<file path="config.mk">
export PLATFORM = sky130hd
export DESIGN_NAME = wfg_drive_uart
export DESIGN_NICKNAME = d
export VERILOG_FILES = /design/src/rtl/wfg_drive_uart.sv
export SDC_FILE = /design/constraint.sdc
export NUM_CORES = 1
export LEC_CHECK = 0
export ABC_AREA = 1
export CAP_MARGIN = 10
export CELL_PAD_IN_SITES_DETAIL_PLACEMENT = 2
export CELL_PAD_IN_SITES_GLOBAL_PLACEMENT = 2
export CORE_MARGIN = 10
export CORE_UTILIZATION = 36
export CTS_CLUSTER_DIAMETER = 40
export DETAILED_ROUTE_END_ITERATION = 8
export DONT_BUFFER_PORTS = 1
export HOLD_SLACK_MARGIN = 0.03
export PLACE_DENSITY_LB_ADDON = 0.15
export SLEW_MARGIN = 10
export SYNTH_ARGS = -nofsm -noshare
export SYNTH_HDL_FRONTEND = slang
export SYNTH_SLANG_ARGS = --single-unit
</file>
<file path="constraint.sdc">
create_clock -name clk -period 2.58 [get_ports clk]
set_input_delay 0.774 -clock clk [delete_from_list [all_inputs] [get_ports clk]]
set_output_delay 0.774 -clock clk [all_outputs]
set_load 0.02 [all_outputs]
</file>
<file path="src/rtl/wfg_drive_uart.sv">
// wfg_drive_uart
// Serialises 1-4 bytes of each 32-bit AXI-Stream word as asynchronous UART
// frames (start, 8 data bits LSB first, optional parity, 1 or 2 stop bits).
//
// Handshake: a word transfers on a rising edge where tvalid and tready are
// both high. tready is high only while idle and enabled, never depends on
// tvalid, and the source must hold tdata stable while tvalid is high.
module wfg_drive_uart (
    input  logic        clk,
    input  logic        rst_n,
    output logic        wfg_axis_tready_o,
    input  logic        wfg_axis_tvalid_i,
    input  logic [31:0] wfg_axis_tdata_i,
    input  logic        ctrl_en_q_i,
    input  logic [15:0] clkdiv_q_i,
    input  logic [1:0]  cfg_nbytes_q_i,
    input  logic [1:0]  cfg_parity_q_i,
    input  logic        cfg_stop2_q_i,
    output logic        uart_tx_o,
    output logic        busy_o
);

    typedef enum logic [2:0] {
        ST_IDLE   = 3'd0,
        ST_START  = 3'd1,
        ST_DATA   = 3'd2,
        ST_PARITY = 3'd3,
        ST_STOP   = 3'd4
    } state_t;

    state_t      state;
    logic        armed;      // low only during and right after reset so tready stays 0 in reset
    logic        tx;
    logic [31:0] data_q;
    logic [15:0] clkdiv_q;
    logic [1:0]  nbytes_q;
    logic [1:0]  parity_q;
    logic        stop2_q;
    logic [1:0]  byte_idx;
    logic [2:0]  bit_idx;
    logic [15:0] bit_cnt;
    logic        stop_cnt;   // 0 = first stop bit, 1 = second stop bit

    logic [7:0]  cur_byte;
    logic        parity_en;
    logic        parity_bit;
    logic        hs;

    assign wfg_axis_tready_o = armed && (state == ST_IDLE) && ctrl_en_q_i;
    assign hs                = wfg_axis_tready_o && wfg_axis_tvalid_i;
    assign busy_o            = (state != ST_IDLE);
    assign uart_tx_o         = tx;

    // Select the byte currently being framed and derive its parity bit
    always_comb begin
        cur_byte = data_q[7:0];
        case (byte_idx)
            2'd0:    cur_byte = data_q[7:0];
            2'd1:    cur_byte = data_q[15:8];
            2'd2:    cur_byte = data_q[23:16];
            default: cur_byte = data_q[31:24];
        endcase
        parity_en  = (parity_q == 2'b01) || (parity_q == 2'b10);
        // Odd parity (10) is the inverse of even parity (01)
        parity_bit = (^cur_byte) ^ parity_q[1];
    end

    // Frame sequencer: every state change also sets the line level of the next bit
    always_ff @(posedge clk or negedge rst_n) begin
        if (!rst_n) begin
            state    <= ST_IDLE;
            armed    <= 1'b0;
            tx       <= 1'b1;
            data_q   <= '0;
            clkdiv_q <= '0;
            nbytes_q <= '0;
            parity_q <= '0;
            stop2_q  <= 1'b0;
            byte_idx <= '0;
            bit_idx  <= '0;
            bit_cnt  <= '0;
            stop_cnt <= 1'b0;
        end else begin
            armed <= 1'b1;
            if ((state != ST_IDLE) && !ctrl_en_q_i) begin
                // Abort: drop the word and return the line to idle
                state    <= ST_IDLE;
                tx       <= 1'b1;
                byte_idx <= '0;
                bit_idx  <= '0;
                bit_cnt  <= '0;
                stop_cnt <= 1'b0;
            end else begin
                case (state)
                    ST_IDLE: begin
                        if (hs) begin
                            data_q   <= wfg_axis_tdata_i;
                            clkdiv_q <= clkdiv_q_i;
                            nbytes_q <= cfg_nbytes_q_i;
                            parity_q <= cfg_parity_q_i;
                            stop2_q  <= cfg_stop2_q_i;
                            byte_idx <= '0;
                            bit_cnt  <= clkdiv_q_i;
                            state    <= ST_START;
                            tx       <= 1'b0;
                        end
                    end
                    ST_START, ST_DATA, ST_PARITY, ST_STOP: begin
                        if (bit_cnt != 16'd0) begin
                            bit_cnt <= bit_cnt - 16'd1;
                        end else begin
                            bit_cnt <= clkdiv_q;
                            case (state)
                                ST_START: begin
                                    state   <= ST_DATA;
                                    bit_idx <= 3'd0;
                                    tx      <= cur_byte[0];
                                end
                                ST_DATA: begin
                                    if (bit_idx == 3'd7) begin
                                        if (parity_en) begin
                                            state <= ST_PARITY;
                                            tx    <= parity_bit;
                                        end else begin
                                            state    <= ST_STOP;
                                            tx       <= 1'b1;
                                            stop_cnt <= 1'b0;
                                        end
                                    end else begin
                                        bit_idx <= bit_idx + 3'd1;
                                        tx      <= cur_byte[bit_idx + 3'd1];
                                    end
                                end
                                ST_PARITY: begin
                                    state    <= ST_STOP;
                                    tx       <= 1'b1;
                                    stop_cnt <= 1'b0;
                                end
                                ST_STOP: begin
                                    if (stop2_q && !stop_cnt) begin
                                        stop_cnt <= 1'b1;
                                    end else if (byte_idx != nbytes_q) begin
                                        // Next byte starts right after the stop bit, no gap
                                        byte_idx <= byte_idx + 2'd1;
                                        state    <= ST_START;
                                        tx       <= 1'b0;
                                    end else begin
                                        state <= ST_IDLE;
                                        tx    <= 1'b1;
                                    end
                                end
                                default: begin
                                    state <= ST_IDLE;
                                    tx    <= 1'b1;
                                end
                            endcase
                        end
                    end
                    default: begin
                        state <= ST_IDLE;
                        tx    <= 1'b1;
                    end
                endcase
            end
        end
    end

endmodule
</file>
## After elaboration in Yosys (flattened, before gate mapping)

Index checks and enable logic that the tools add are counted.
Widths: inputs -> output; s select.

- Register bits: 80
- Latch bits: 0
- RAM bits: 0
- Bits in read-only memories: 0
- Output and inout port bits: 3
- Word-level logic and storage cells: 109
- Memories: 0

- $add $sub $neg: 3
- $mul: 0
- Div/mod/pow operators: 0
- $lt $le $gt $ge: 1
- Equality and inequality tests: 22
- Shifts and indexed selects: 0
- Muxes and demuxes: 44
- Bitwise logic cells: 2
- Reduce and logical (&&, ||, !) cells: 25

Operators by type and width:

| kind | count |
|---|---|
| $mux 16 | 3 |
| $pmux 16 s2 | 1 |
| $mux 3 | 10 |
| $ne 3x3->1 const B | 8 |
| $pmux 8 s3 | 1 |
| $reduce_bool 16->1 | 1 |
| $sub 16x1->16 const B | 1 |
| $mux 1 | 15 |
| $mux 2 | 6 |
| $pmux 3 s2 | 2 |
| $pmux 3 s4 | 1 |
| $reduce_and 6->1 | 2 |
| $reduce_bool 3->1 | 3 |
| $ne 4x4->1 const B | 2 |
| $reduce_and 4->1 | 2 |
| $reduce_xor 8->1 | 1 |
| $eq 3x2->1 const B | 2 |
| $eq 3x3->1 const B | 2 |
| $pmux 1 s3 | 2 |
| $reduce_and 3->1 | 2 |
| $logic_and 1x1->1 | 5 |
| $eq 2x1->1 const B | 2 |
| $eq 2x2->1 const B | 2 |
| $lt 3x4->1 const B | 1 |
| other kinds (19) | 20 |

## Depth between registers and ports, before layout

- Depth in word-level cells: 10
- Gate-level depth with buffers: 20
- Gate-level depth less buffers: 19

## Worst setup path after synthesis

Ideal clock, no wire load.

- Kind: register to register
- From: reg byte_idx[0]
- To: reg tx, in the netlist uart_tx_o
- Setup time: 68 ps
- Arrival time: 1776 ps
- Setup slack: 736 ps
- Cell stages (with the launch flop): 20
- Buffers on the path: 1
- Clock period less this slack: 1844 ps
- Cells stage by stage: dfrtp_1 inv_1 ha_1 buf_2 nand2_1 nand2_1 nor2_1 nor2_1 nand2_1 nand2_2 inv_2 nand2_1 nand2_1 nand2_1 nand2_1 nand2_1 nand3_1 nand2_1 nand2_1 a21oi_2

- Longest elaborated chain between the ends: 10
- Elaborated cells on any way between the ends: 17

Ends and longest elaborated chain:

| element | line | RTL |
|---|---|---|
| start, declared | 39 | `logic [1:0] byte_idx;` |
| start signal, assigned | 144 | `byte_idx <= byte_idx + 2'd1;` |
| $eq 2x2->1 (tied with other cells) | 57 | `case (byte_idx)` |
| $pmux 8 s3 | 57 |  |
| $reduce_xor 8->1 | 65 | `parity_bit = (^cur_byte) ^ parity_q[1];` |
| $xor 1x1->1 | 65 |  |
| $mux 1 | 121 | `if (parity_en) begin` |
| $mux 1 | 120 | `if (bit_idx == 3'd7) begin` |
| $pmux 1 s3 * | 113 | `case (state)` |
| $mux 1 * | 109 | `if (bit_cnt != 16'd0) begin` |
| $pmux 1 s2 * | 94 | `case (state)` |
| $mux 1 * | 85 | `if ((state != ST_IDLE) && !ctrl_en_q_i) begin` |
| end signal, assigned | 117 | `tx <= cur_byte[0];` |
| end signal, assigned | 123 | `tx <= parity_bit;` |
| end signal, assigned | 131 | `tx <= cur_byte[bit_idx + 3'd1];` |
| end, declared | 33 | `logic tx;` |

Mark *: on every way between the ends. The rest lies on a longest branch, timed or not. The select of a mux whose other input is x is not followed.
A chain may end at the register's enable or synchronous reset.

## Worst setup path after layout

Same ends and word-level chain as after synthesis.

==> qor.txt <==
outcome - finished, final reports clean
Slew Viols, Final - 0
flop-to-flop setup slack - 0.29 ns
clk slew on worst S/H paths - 0.06 ns
Post-synth top cells - nand2_1 (154), dfrtp_1 (79), inv_1 (45)
WL/cell - 18.5 um
Critical Path End Type - register
VDD IR max - 423 uV
Synth top area share - 42.6%
Clk Latency, worst-skew pair - 0.34 ns
Max Buffers Root-to-Sink - 2
via/cell ratio - 5.19
Num CTS Buffers - 9
Cell variety after synth - 46
final setup violation count - 0
fmax - 0.436 GHz
GPL Wtd Cong - 0.816
fin crit period - 2.29 ns
final layout net count - 620
cell area after synthesis - 4640 um2
initial antenna violation count - 2
actual slew at the worst max-slew pin - 0.780 ns
Setup Total Neg Slack - 0 ns
Placed Area - 4830 um2
Post-Syn Nets - 619
first-pass GRT wire length - 23200 um
CTS Sinks - 80
post-DP HPWL - 10200 um
die area - 17800 um2
unrepaired setup endpoints after global routing - yes
Top FF cell, synth - dfrtp_1
Pwr Density - 1450 nW/um2
Reg2Reg Depth - 16
worst setup path class - reg -> reg
worst min path class - in -> async
CTS Root Cell - clkbuf_16
Hold Fails Final Rpt - 0
Initial Utilization - 36.8%
relative slew slack - 48.0%
Post-route DRC - 0
synth warn - 0
Mapped Cells - 554
Post-Route Skew - 0.00496 ns
Worst R2R End - uart_tx_o
Yosys reg bits - 80
Antenna Nets Post-Route - 0
worst r2r src - byte_idx[0]
Mean Syn Cell Area - 8.38 um2
CP Launch Type - register
DR pass1 iterations - 4
leakage - 2.42 nW
Worst EP required - 2.86 ns
share of cells above drive strength 1 - 18.9%
CTS tree - done
Hold Slack - 0.125 ns
core area - 12600 um2
number of port buffers - 0
total wire length - 13600 um
Filler cells - 1447
GRT overflow - 0
most common cell in the netlist - nand2_1
Ports - 60
Final Cycle Share - 88.9%
max-cap viol count - 0
Die Y - 134 um
number of H-tree levels - 3
postcts setup bufs - 0
Area growth syn-to-layout - 12.0%
synth top area cells - dfrtp_1 (43%), nand2_1 (12%), mux2_2 (7.5%), inv_1 (3.6%), nor2_1 (3.3%)
Rows - 41
post-route cell area - 5200 um2
1st-iter DRT viols - 98
via count - 3808
post-synthesis sequential area ratio - 43.2%
Total Routing Usage GR - 16.1%
number of synthesized flops with an enable pin - 0
chip width - 134 um
Yosys top cell by area - dfrtp_1
vias in the first global route - 4373
largest net degree at the start of global routing - 81
WP data arrival - 2.57 ns
FFs w/ async S/R, synth - 100%
Layout Utilization - 41.2%
Max FO, Critical Path - 12
sequential cells by signal, indices dropped and copies added, names as in the netlist, 2 cells and up:
name and flops:
byte_idx 2, state 3, bit_cnt 16, clkdiv_q 16, bit_idx 3, nbytes_q 2
data_q 32, parity_q 2
worst max path at each step:
| stage | startpoint | endpoint | slack (ns) | cells past startpoint |
|---|---|---|---|---|
| after floorplan | byte_idx[0] | uart_tx_o | 0.74 | 19 |
| after global placement | byte_idx[0] | uart_tx_o | 0.18 | 18 |
| after detailed placement | byte_idx[0] | uart_tx_o | 0.04 | 18 |
| after CTS | byte_idx[0] | uart_tx_o | 0.01 | 18 |
| after global routing | byte_idx[0] | uart_tx_o | -0.002 | 16 |
| final | byte_idx[0] | uart_tx_o | 0.29 | 16 |
metal layers:
layer	vias up	GRT usage, %	wire length (um)
li1	1821	-	-
met3	10	5.30	687
met2	52	26.1	6410
met5	-	0	0
met1	1925	19.9	6340
met4	0	4.35	158
through the flow:
| step | instances | power, mW | setup slack [ns] |
|---|---|---|---|
| floorplan | 554 | 5.10 | 0.736 |
| global placement | 716 | 5.92 | 0.185 |
| detailed placement | 716 | 6.17 | 0.0385 |
| CTS | 732 | 7.59 | 0.0148 |
| global route | 732 | 8.34 | -0.00185 |
| finish | 734 | 7.54 | 0.286 |
logic make-up after synthesis:
| group | after synthesis | synth area share (%) |
|---|---|---|
| AOI/OAI and AO/OA | 98 | 13.0 |
| xor gates and xnor gates | 10 | 1.89 |
| adders and majority gates | 8 | 2.16 |
| buffers and inverters | 72 | 6.42 |
| DFF | 80 | 43.2 |
| muxes | 41 | 9.95 |
| other | 1 | 0.0808 |
| and+or+nand+nor | 244 | 23.3 |
cell type report:
type	count	area, um2	share of cell area, %
Multi-Input combinational cell	402	2380	45.9
Sequential cell	80	2010	38.6
Clock buffer	11	233	4.48
Tap cell	172	215	4.14
Inverter	55	209	4.02
Clock inverter	5	81.3	1.56
Timing Repair Buffer	7	65.1	1.25
Antenna cell	2	5.00	0.0963
layout by cell type (no fill, tap or decap), drive strengths merged, types with 2 or more instances in the layout:
cell / synthesis / layout
o22ai: 5 / 5
ha: 8 / 8
a32o: 4 / 4
nor3: 5 / 5
xor2: 8 / 8
bufinv: 0 / 2
xnor2: 2 / 2
nand2: 160 / 160
inv: 55 / 55
diode: 0 / 2
o21bai: 5 / 5
buf: 13 / 7
a21oi: 25 / 25
mux2: 41 / 41
o21ai: 39 / 39
clkinv: 0 / 2
nand3: 17 / 17
a31oi: 2 / 2
dfrtp: 79 / 79
nor2: 56 / 56
nor4: 4 / 4
clkbuf: 4 / 11
o211ai: 13 / 13
critical path, cell delays in order (launching register included):
cell and delay, ns:
dfrtp_2 0.45, ha_2 0.24, inv_2 0.29, nand2_1 0.14, o21ai_2 0.22, nand2_1 0.09
nand2_2 0.12, inv_2 0.05, nand2_1 0.05, nand2_1 0.04, nand2_1 0.08, nand2_1 0.06
nand2_1 0.06, nand3_1 0.07, nand2_1 0.07, nand2_1 0.07, a21oi_2 0.13
power breakdown:
| part | total [mW] | internal [mW] | switching (mW) |
|---|---|---|---|
| clock network | 1.36 | 0.848 | 0.517 |
| registers | 2.32 | 1.86 | 0.465 |
| logic | 3.85 | 1.44 | 2.42 |
| total | 7.54 | 4.14 | 3.40 |
repair_timing:
action	in CTS	in global routing
hold buffers	0	0
gates resized for setup	0	12
endpoints found under the setup margin	0	2
No activity file was read; power rests on OpenSTA's default activity.
